## config.mk

```make
export PLATFORM = sky130hd
export DESIGN_NAME = camera_pixel_capture
export DESIGN_NICKNAME = d
export VERILOG_FILES = /design/src/rtl/cam_capture_pkg.sv /design/src/rtl/dvp_edge_sync.sv /design/src/rtl/camera_pixel_capture.sv
export SDC_FILE = /design/constraint.sdc
export NUM_CORES = 1
export LEC_CHECK = 0
export BUFFER_PORTS_ARGS = -buffer_cell sky130_fd_sc_hd__clkbuf_2
export CORE_UTILIZATION = 45
export DETAILED_ROUTE_END_ITERATION = 16
export MAX_ROUTING_LAYER = met4
export PLACE_DENSITY = 0.64
export REMOVE_ABC_BUFFERS = 1
export SETUP_SLACK_MARGIN = 0.05
export SKIP_LAST_GASP = 1
export SYNTH_ARGS = -nofsm -noshare
export SYNTH_HDL_FRONTEND = slang
export SYNTH_SLANG_ARGS = --single-unit
```

## constraint.sdc

```tcl
create_clock -name clk -period 2.5 [get_ports clk]
set_input_delay 0.25 -clock clk [delete_from_list [all_inputs] [get_ports clk]]
set_output_delay 0.25 -clock clk [all_outputs]
set_load 0.02 [all_outputs]
```

## src/rtl/cam_capture_pkg.sv

```systemverilog
// Shared types and constants for the DVP camera capture front end.
package cam_capture_pkg;

    typedef enum logic [1:0] {
        StWaitVs,
        StSkip,
        StActive
    } cap_state_e;

    // RGB565 field positions within a 16-bit pixel
    localparam int unsigned RGB_R_MSB = 15;
    localparam int unsigned RGB_R_LSB = 11;
    localparam int unsigned RGB_G_MSB = 10;
    localparam int unsigned RGB_G_LSB = 5;
    localparam int unsigned RGB_B_MSB = 4;
    localparam int unsigned RGB_B_LSB = 0;

    localparam int unsigned H_ACTIVE_DEFAULT = 640;
    localparam int unsigned V_ACTIVE_DEFAULT = 480;

endpackage

```

## src/rtl/dvp_edge_sync.sv

```systemverilog
// Registers the DVP bus once and flags VSYNC/HREF edges against a delayed copy.
module dvp_edge_sync (
    input  logic       clk,
    input  logic       rst_n,
    input  logic       cam_vsync,
    input  logic       cam_href,
    input  logic [7:0] cam_data,
    output logic       href,
    output logic [7:0] data,
    output logic       vsync_rise,
    output logic       vsync_fall,
    output logic       href_fall
);

    logic       vsync_q;
    logic       vsync_qq;
    logic       href_q;
    logic       href_qq;
    logic [7:0] data_q;

    always_ff @(posedge clk) begin
        if (!rst_n) begin
            vsync_q  <= 1'b0;
            vsync_qq <= 1'b0;
            href_q   <= 1'b0;
            href_qq  <= 1'b0;
            data_q   <= 8'h00;
        end else begin
            vsync_q  <= cam_vsync;
            vsync_qq <= vsync_q;
            href_q   <= cam_href;
            href_qq  <= href_q;
            data_q   <= cam_data;
        end
    end

    assign href       = href_q;
    assign data       = data_q;
    assign vsync_rise = vsync_q & ~vsync_qq;
    assign vsync_fall = ~vsync_q & vsync_qq;
    assign href_fall  = ~href_q & href_qq;

endmodule

```

## src/rtl/camera_pixel_capture.sv

```systemverilog
// DVP byte-pair to RGB565 pixel capture with frame skipping, coordinates and
// per-frame integrity status.
module camera_pixel_capture
    import cam_capture_pkg::*;
#(
    parameter int unsigned H_ACTIVE    = H_ACTIVE_DEFAULT,
    parameter int unsigned V_ACTIVE    = V_ACTIVE_DEFAULT,
    parameter int unsigned SKIP_FRAMES = 2,
    parameter int unsigned X_W         = 10,
    parameter int unsigned Y_W         = 9
) (
    input  logic           clk,
    input  logic           rst_n,
    input  logic           enable,
    input  logic           cam_vsync,
    input  logic           cam_href,
    input  logic [7:0]     cam_data,
    output logic [15:0]    pixel_out,
    output logic           data_valid_out,
    output logic [X_W-1:0] x_out,
    output logic [Y_W-1:0] y_out,
    output logic           frame_start,
    output logic           frame_done,
    output logic           frame_error,
    output logic [15:0]    frame_count
);

    // Counters carry one extra bit so they can hold H_ACTIVE / V_ACTIVE exactly
    localparam logic [X_W:0] H_MAX     = (X_W + 1)'(H_ACTIVE);
    localparam logic [Y_W:0] V_MAX     = (Y_W + 1)'(V_ACTIVE);
    localparam logic [7:0]   SKIP_INIT = 8'(SKIP_FRAMES);

    logic       href_q;
    logic [7:0] data_q;
    logic       vsync_rise;
    logic       vsync_fall;
    logic       href_fall;
    logic       line_end;

    cap_state_e     state_q, state_d;
    logic [7:0]     skip_q, skip_d;
    logic [X_W:0]   col_q, col_d;
    logic [Y_W:0]   row_q, row_d;
    logic           phase_q, phase_d;
    logic [7:0]     hi_q, hi_d;
    logic           err_q, err_d;
    logic           first_q, first_d;
    logic           enable_q;

    logic [15:0]    pix_d;
    logic           dv_d;
    logic [X_W-1:0] x_d;
    logic [Y_W-1:0] y_d;
    logic           fs_d;
    logic           fd_d;
    logic           fe_d;
    logic [15:0]    fc_d;

    dvp_edge_sync u_sync (
        .clk        (clk),
        .rst_n      (rst_n),
        .cam_vsync  (cam_vsync),
        .cam_href   (cam_href),
        .cam_data   (cam_data),
        .href       (href_q),
        .data       (data_q),
        .vsync_rise (vsync_rise),
        .vsync_fall (vsync_fall),
        .href_fall  (href_fall)
    );

    // A frame ending with HREF still high closes the line in the same cycle
    assign line_end = href_fall | (vsync_rise & href_q);

    always_comb begin
        state_d = state_q;
        skip_d  = skip_q;
        col_d   = col_q;
        row_d   = row_q;
        phase_d = phase_q;
        hi_d    = hi_q;
        err_d   = err_q;
        first_d = first_q;
        pix_d   = pixel_out;
        dv_d    = 1'b0;
        x_d     = x_out;
        y_d     = y_out;
        fs_d    = 1'b0;
        fd_d    = 1'b0;
        fe_d    = frame_error;
        fc_d    = frame_count;

        unique case (state_q)
            StWaitVs: begin
                if (vsync_fall && enable) begin
                    if (skip_q != 8'd0) begin
                        state_d = StSkip;
                    end else begin
                        state_d = StActive;
                        col_d   = '0;
                        row_d   = '0;
                        phase_d = 1'b0;
                        err_d   = 1'b0;
                        first_d = 1'b1;
                    end
                end
            end
            StSkip: begin
                if (vsync_rise) begin
                    skip_d  = skip_q - 8'd1;
                    state_d = StWaitVs;
                end
            end
            StActive: begin
                if (href_q && !vsync_rise) begin
                    if (!phase_q) begin
                        hi_d    = data_q;
                        phase_d = 1'b1;
                    end else begin
                        phase_d = 1'b0;
                        if (col_q < H_MAX && row_q < V_MAX) begin
                            pix_d   = {hi_q, data_q};
                            dv_d    = 1'b1;
                            x_d     = col_q[X_W-1:0];
                            y_d     = row_q[Y_W-1:0];
                            fs_d    = first_q;
                            first_d = 1'b0;
                        end else begin
                            err_d = 1'b1;
                        end
                        if (col_q < H_MAX) begin
                            col_d = col_q + (X_W + 1)'(1);
                        end
                    end
                end
                if (line_end) begin
                    if (phase_q || col_q != H_MAX) begin
                        err_d = 1'b1;
                    end
                    if (col_q != '0 && row_q < V_MAX) begin
                        row_d = row_q + (Y_W + 1)'(1);
                    end
                    col_d   = '0;
                    phase_d = 1'b0;
                end
                if (vsync_rise) begin
                    fd_d    = 1'b1;
                    fe_d    = err_d | (row_d != V_MAX);
                    fc_d    = frame_count + 16'd1;
                    state_d = StWaitVs;
                end
            end
            default: state_d = StWaitVs;
        endcase

        // Re-arming settling skip on enable rise overrides any decrement
        if (enable && !enable_q) begin
            skip_d = SKIP_INIT;
        end
    end

    always_ff @(posedge clk) begin
        if (!rst_n) begin
            state_q        <= StWaitVs;
            skip_q         <= SKIP_INIT;
            col_q          <= '0;
            row_q          <= '0;
            phase_q        <= 1'b0;
            hi_q           <= 8'h00;
            err_q          <= 1'b0;
            first_q        <= 1'b0;
            enable_q       <= 1'b0;
            pixel_out      <= 16'h0000;
            data_valid_out <= 1'b0;
            x_out          <= '0;
            y_out          <= '0;
            frame_start    <= 1'b0;
            frame_done     <= 1'b0;
            frame_error    <= 1'b0;
            frame_count    <= 16'h0000;
        end else begin
            state_q        <= state_d;
            skip_q         <= skip_d;
            col_q          <= col_d;
            row_q          <= row_d;
            phase_q        <= phase_d;
            hi_q           <= hi_d;
            err_q          <= err_d;
            first_q        <= first_d;
            enable_q       <= enable;
            pixel_out      <= pix_d;
            data_valid_out <= dv_d;
            x_out          <= x_d;
            y_out          <= y_d;
            frame_start    <= fs_d;
            frame_done     <= fd_d;
            frame_error    <= fe_d;
            frame_count    <= fc_d;
        end
    end

endmodule

```

==> impl_metrics.ini <==
[worst_setup_path]
path_max_fanout = 8
crit_path_start = col_q[1]$_SDFFE_PN0P_
critical_path.top_delay_family = compound AO/OA/AOI/OAI gates
criticalPathCategory = reg2reg
cp_cell_sequence = inv_1, ha_1, or4b_4, o32a_4, a2111oi_0, a41o_1, a41oi_2
cpMaxStageDelayCell = sky130_fd_sc_hd__or4b_4
worstSetupEndpointType = flip-flop
r2r_start = col_q[1]$_SDFFE_PN0P_
timing.critical_path.required_ns = 2.75
cp.arrival_ns = 2.53
largest_stage_delay_on_the_critical_path_ns = 0.46
cp.buffers_inverters = 1
setup.worst_path.start_class = flip-flop

[power]
power.leakage_uw = 0.002096
pwr_density_cell_nw_per_um2 = 556.5
irDropWorstVdd_mv = 0.4459
p_total_uw = 2979

[clock_tree]
clock_insertion_delay_worst_skew_ns = 0.38
cts_made_buffers = 9
worst_setup_hold_path_clk_slew_ns = 0.12
root_buffer = sky130_fd_sc_hd__clkbuf_8
htree_num_levels = 3
tritoncts = built
clock_tree.buffer_depth = 2
cts_hold_repair.buffers = 0
clock-sinks = 110
post_cts.resized_instances = 0
cts_setup_buffers = 0

[finish]
final_cell_area_sq_um = 5354
layout.nets = 622
antenna_cells_inserted = 0
syn_to_final_growth_pct = 14.96
final_layout_size_suffix_gt1_frac = 0.1818

[sta]
maxClockFrequency_ghz = 0.4387
layout_worst_path_cycle_share = 0.9118
final.setup_skew_ns = 0.01964
slew_violations = 0
slew_headroom = 0.4673
grt_setup_unrepaired = false
hold_violations = 0
finalSetupViolCount = 0
layout_min_cycle_time_ns = 2.280
tightestPinTransition_ns = 0.7937
setup-tns-final_ns = 0

[die]
initial_core_util = 0.4699
placement_rows = 36
io_pins = 68
die_width_um = 103.7
floorplan.die_area_sq_um = 10760
core_area_sq_um = 9910
chipHeight_um = 103.7

[yosys]
synthArstFlopShare = 0
synth_top_area_cell = sky130_fd_sc_hd__dfxtp_1
synthTopCellsByArea = sky130_fd_sc_hd__dfxtp_1 47%, sky130_fd_sc_hd__nand2_1 7.5%, sky130_fd_sc_hd__a21oi_1 5.7%
postSynthAreaPerCell_sq_um = 8.672
synthesis.area_sq_um = 4657
yosys_warnings = 0
ys_seq_elements = 110
yosysUniqueCellTypes = 62
synth.yosys.seq_area_share = 0.4729
ys_dominant_reg_cell = sky130_fd_sc_hd__dfxtp_1
synthDominantCellAreaShare = 0.4729
number_of_synthesized_flops_with_an_enable_pin = 0
postSynthCellCount = 537

[drt]
detail_route.first_pass.iterations = 5
drt-wirelength-per-cell_um = 13.92
post_drt_via_cell_ratio = 5.375
detailedRoute.firstIterationViolations = 187
drc = 0
overall_via_count_from_detail_route = 3967
drtAntennaViolNets = 0
routed_wl_um = 10280

[outcome]
run_status = complete, no violations

[grt]
global_route.usage.total = 0.1992
grt.overflow.total = 0
grt_antenna_before_repair = 0
first_global_vias = 3598
maximum_number_of_pins_on_one_net_before_global_route_repair = 58
wire_length_of_the_first_global_routing_pass_um = 17310

[hold_path]
holdCritStartpoint = cam_data[5]
holdCritPathClass = in2reg

[place]
hpwlAfterDp_um = 7033
dpl_cell_area_sq_um = 5135
port_buffers = 67
routabilityCongestion = 0.8775

[flow_run]
max_cap_violations = 0
==> cells in the final DEF, fill, tap and decap left out, drive strengths merged, types with 4 or more instances in the layout <==
cell type	netlist	final
nand2	93	93
nor4	4	4
nor3	11	11
dfxtp	110	110
nand4	5	5
nand3	16	16
or4	7	7
a21oi	53	53
a31oi	6	6
o21ai	14	14
and3	10	10
clkbuf	22	77
a41oi	6	6
ha	9	9
buf	5	12
and2	13	13
or3	12	12
mux2i	11	11
o31ai	4	4
inv	16	18
xor2	8	8
xnor2	11	11
nor2	45	45
==> metrics by stage <==
stage | worst slack, ns | std cells | utilization | hold WS, ns
floorplan | 0.05043 | 510 | - | 0.3717
global placement | 0.2620 | 722 | 0.5182 | 0.4382
detailed placement | 0.2396 | 722 | 0.5182 | 0.4473
CTS | 0.2275 | 738 | 0.5403 | 0.06086
global route | 0.07748 | 738 | 0.5403 | 0.05848
finish | 0.2205 | 738 | 0.5403 | 0.06748
==> registers in the layout, summed over array words and instances (netlist names), 2 cells and up <==
register	cells
pixel_out	16
hi_q	8
y_out	9
x_out	10
u_sync.data	8
skip_q	8
row_q	10
col_q	11
state_q	2
frame_count	16
==> synthesized netlist by cell type (9+ instances only) <==
master                     number
sky130_fd_sc_hd__nand3_1       16
sky130_fd_sc_hd__mux2i_1       11
sky130_fd_sc_hd__clkbuf_1      21
sky130_fd_sc_hd__and3_1         9
sky130_fd_sc_hd__and2_1        13
sky130_fd_sc_hd__nor3_1        10
sky130_fd_sc_hd__o21ai_0       12
sky130_fd_sc_hd__dfxtp_1      110
sky130_fd_sc_hd__nand2_1       93
sky130_fd_sc_hd__ha_1           9
sky130_fd_sc_hd__inv_1         16
sky130_fd_sc_hd__nor2_1        45
sky130_fd_sc_hd__xnor2_1       11
sky130_fd_sc_hd__or3_1         12
sky130_fd_sc_hd__a21oi_1       53
==> layout make-up <==
type / instances / area (sq um)
Multi-Input combinational cell: 384 / 2268
Clock inverter: 6 / 91.34
Inverter: 16 / 60.06
Fill cell: 937 / 4556
Timing Repair Buffer: 79 / 437.9
Sequential cell: 110 / 2202
Tap cell: 133 / 166.4
Clock buffer: 10 / 127.6
==> worst register-to-register path, cell delays in order, from the launching register on <==
cell	delay [ns]
sky130_fd_sc_hd__dfxtp_1	0.40
sky130_fd_sc_hd__inv_1	0.09
sky130_fd_sc_hd__ha_1	0.13
sky130_fd_sc_hd__or4b_4	0.46
sky130_fd_sc_hd__o32a_4	0.42
sky130_fd_sc_hd__a2111oi_0	0.40
sky130_fd_sc_hd__a41o_1	0.16
sky130_fd_sc_hd__a41oi_2	0.10
==> power breakdown <==
group          total, uW  internal [uW]  switching, uW
Clock               1140            494            648
Combinational       66.4           22.5           43.9
Sequential          1770           1760           8.07
Total               2980           2280            700
==> routing by layer <==
layer / routed length (um) / track usage / vias to the layer above
li1: - / - / 1988
met1: 4861 / 0.2481 / 1910
met2: 5038 / 0.3346 / 59
met3: 259 / 0.02958 / 10
met4: 116 / 0.05918 / 0
met5: 0 / - / -
==> path summary, 6_finish.rpt <==
kind	endpoint	slack, ns	cells after the start
max	frame_error$_SDFFE_PN0P_	0.22	7
min reg2reg	y_out[4]$_SDFFE_PN0P_	0.46	2
max reg2reg	frame_error$_SDFFE_PN0P_	0.22	7
min	u_sync.data[5]$_SDFF_PN0_	0.07	2
==> logic make-up (layout without fill, tap and decap cells) <==
| logic type | after synthesis | in the layout | synth area share |
|---|---|---|---|
| fa+ha+maj | 9 | 9 | 0.02418 |
| flops | 110 | 110 | 0.4729 |
| mux | 11 | 11 | 0.02364 |
| compound gates | 105 | 105 | 0.1435 |
| buf+inv | 43 | 111 | 0.04138 |
| xor+xnor | 19 | 19 | 0.03573 |
| simple gates | 240 | 240 | 0.2587 |
(Power assumes the default switching activity.)
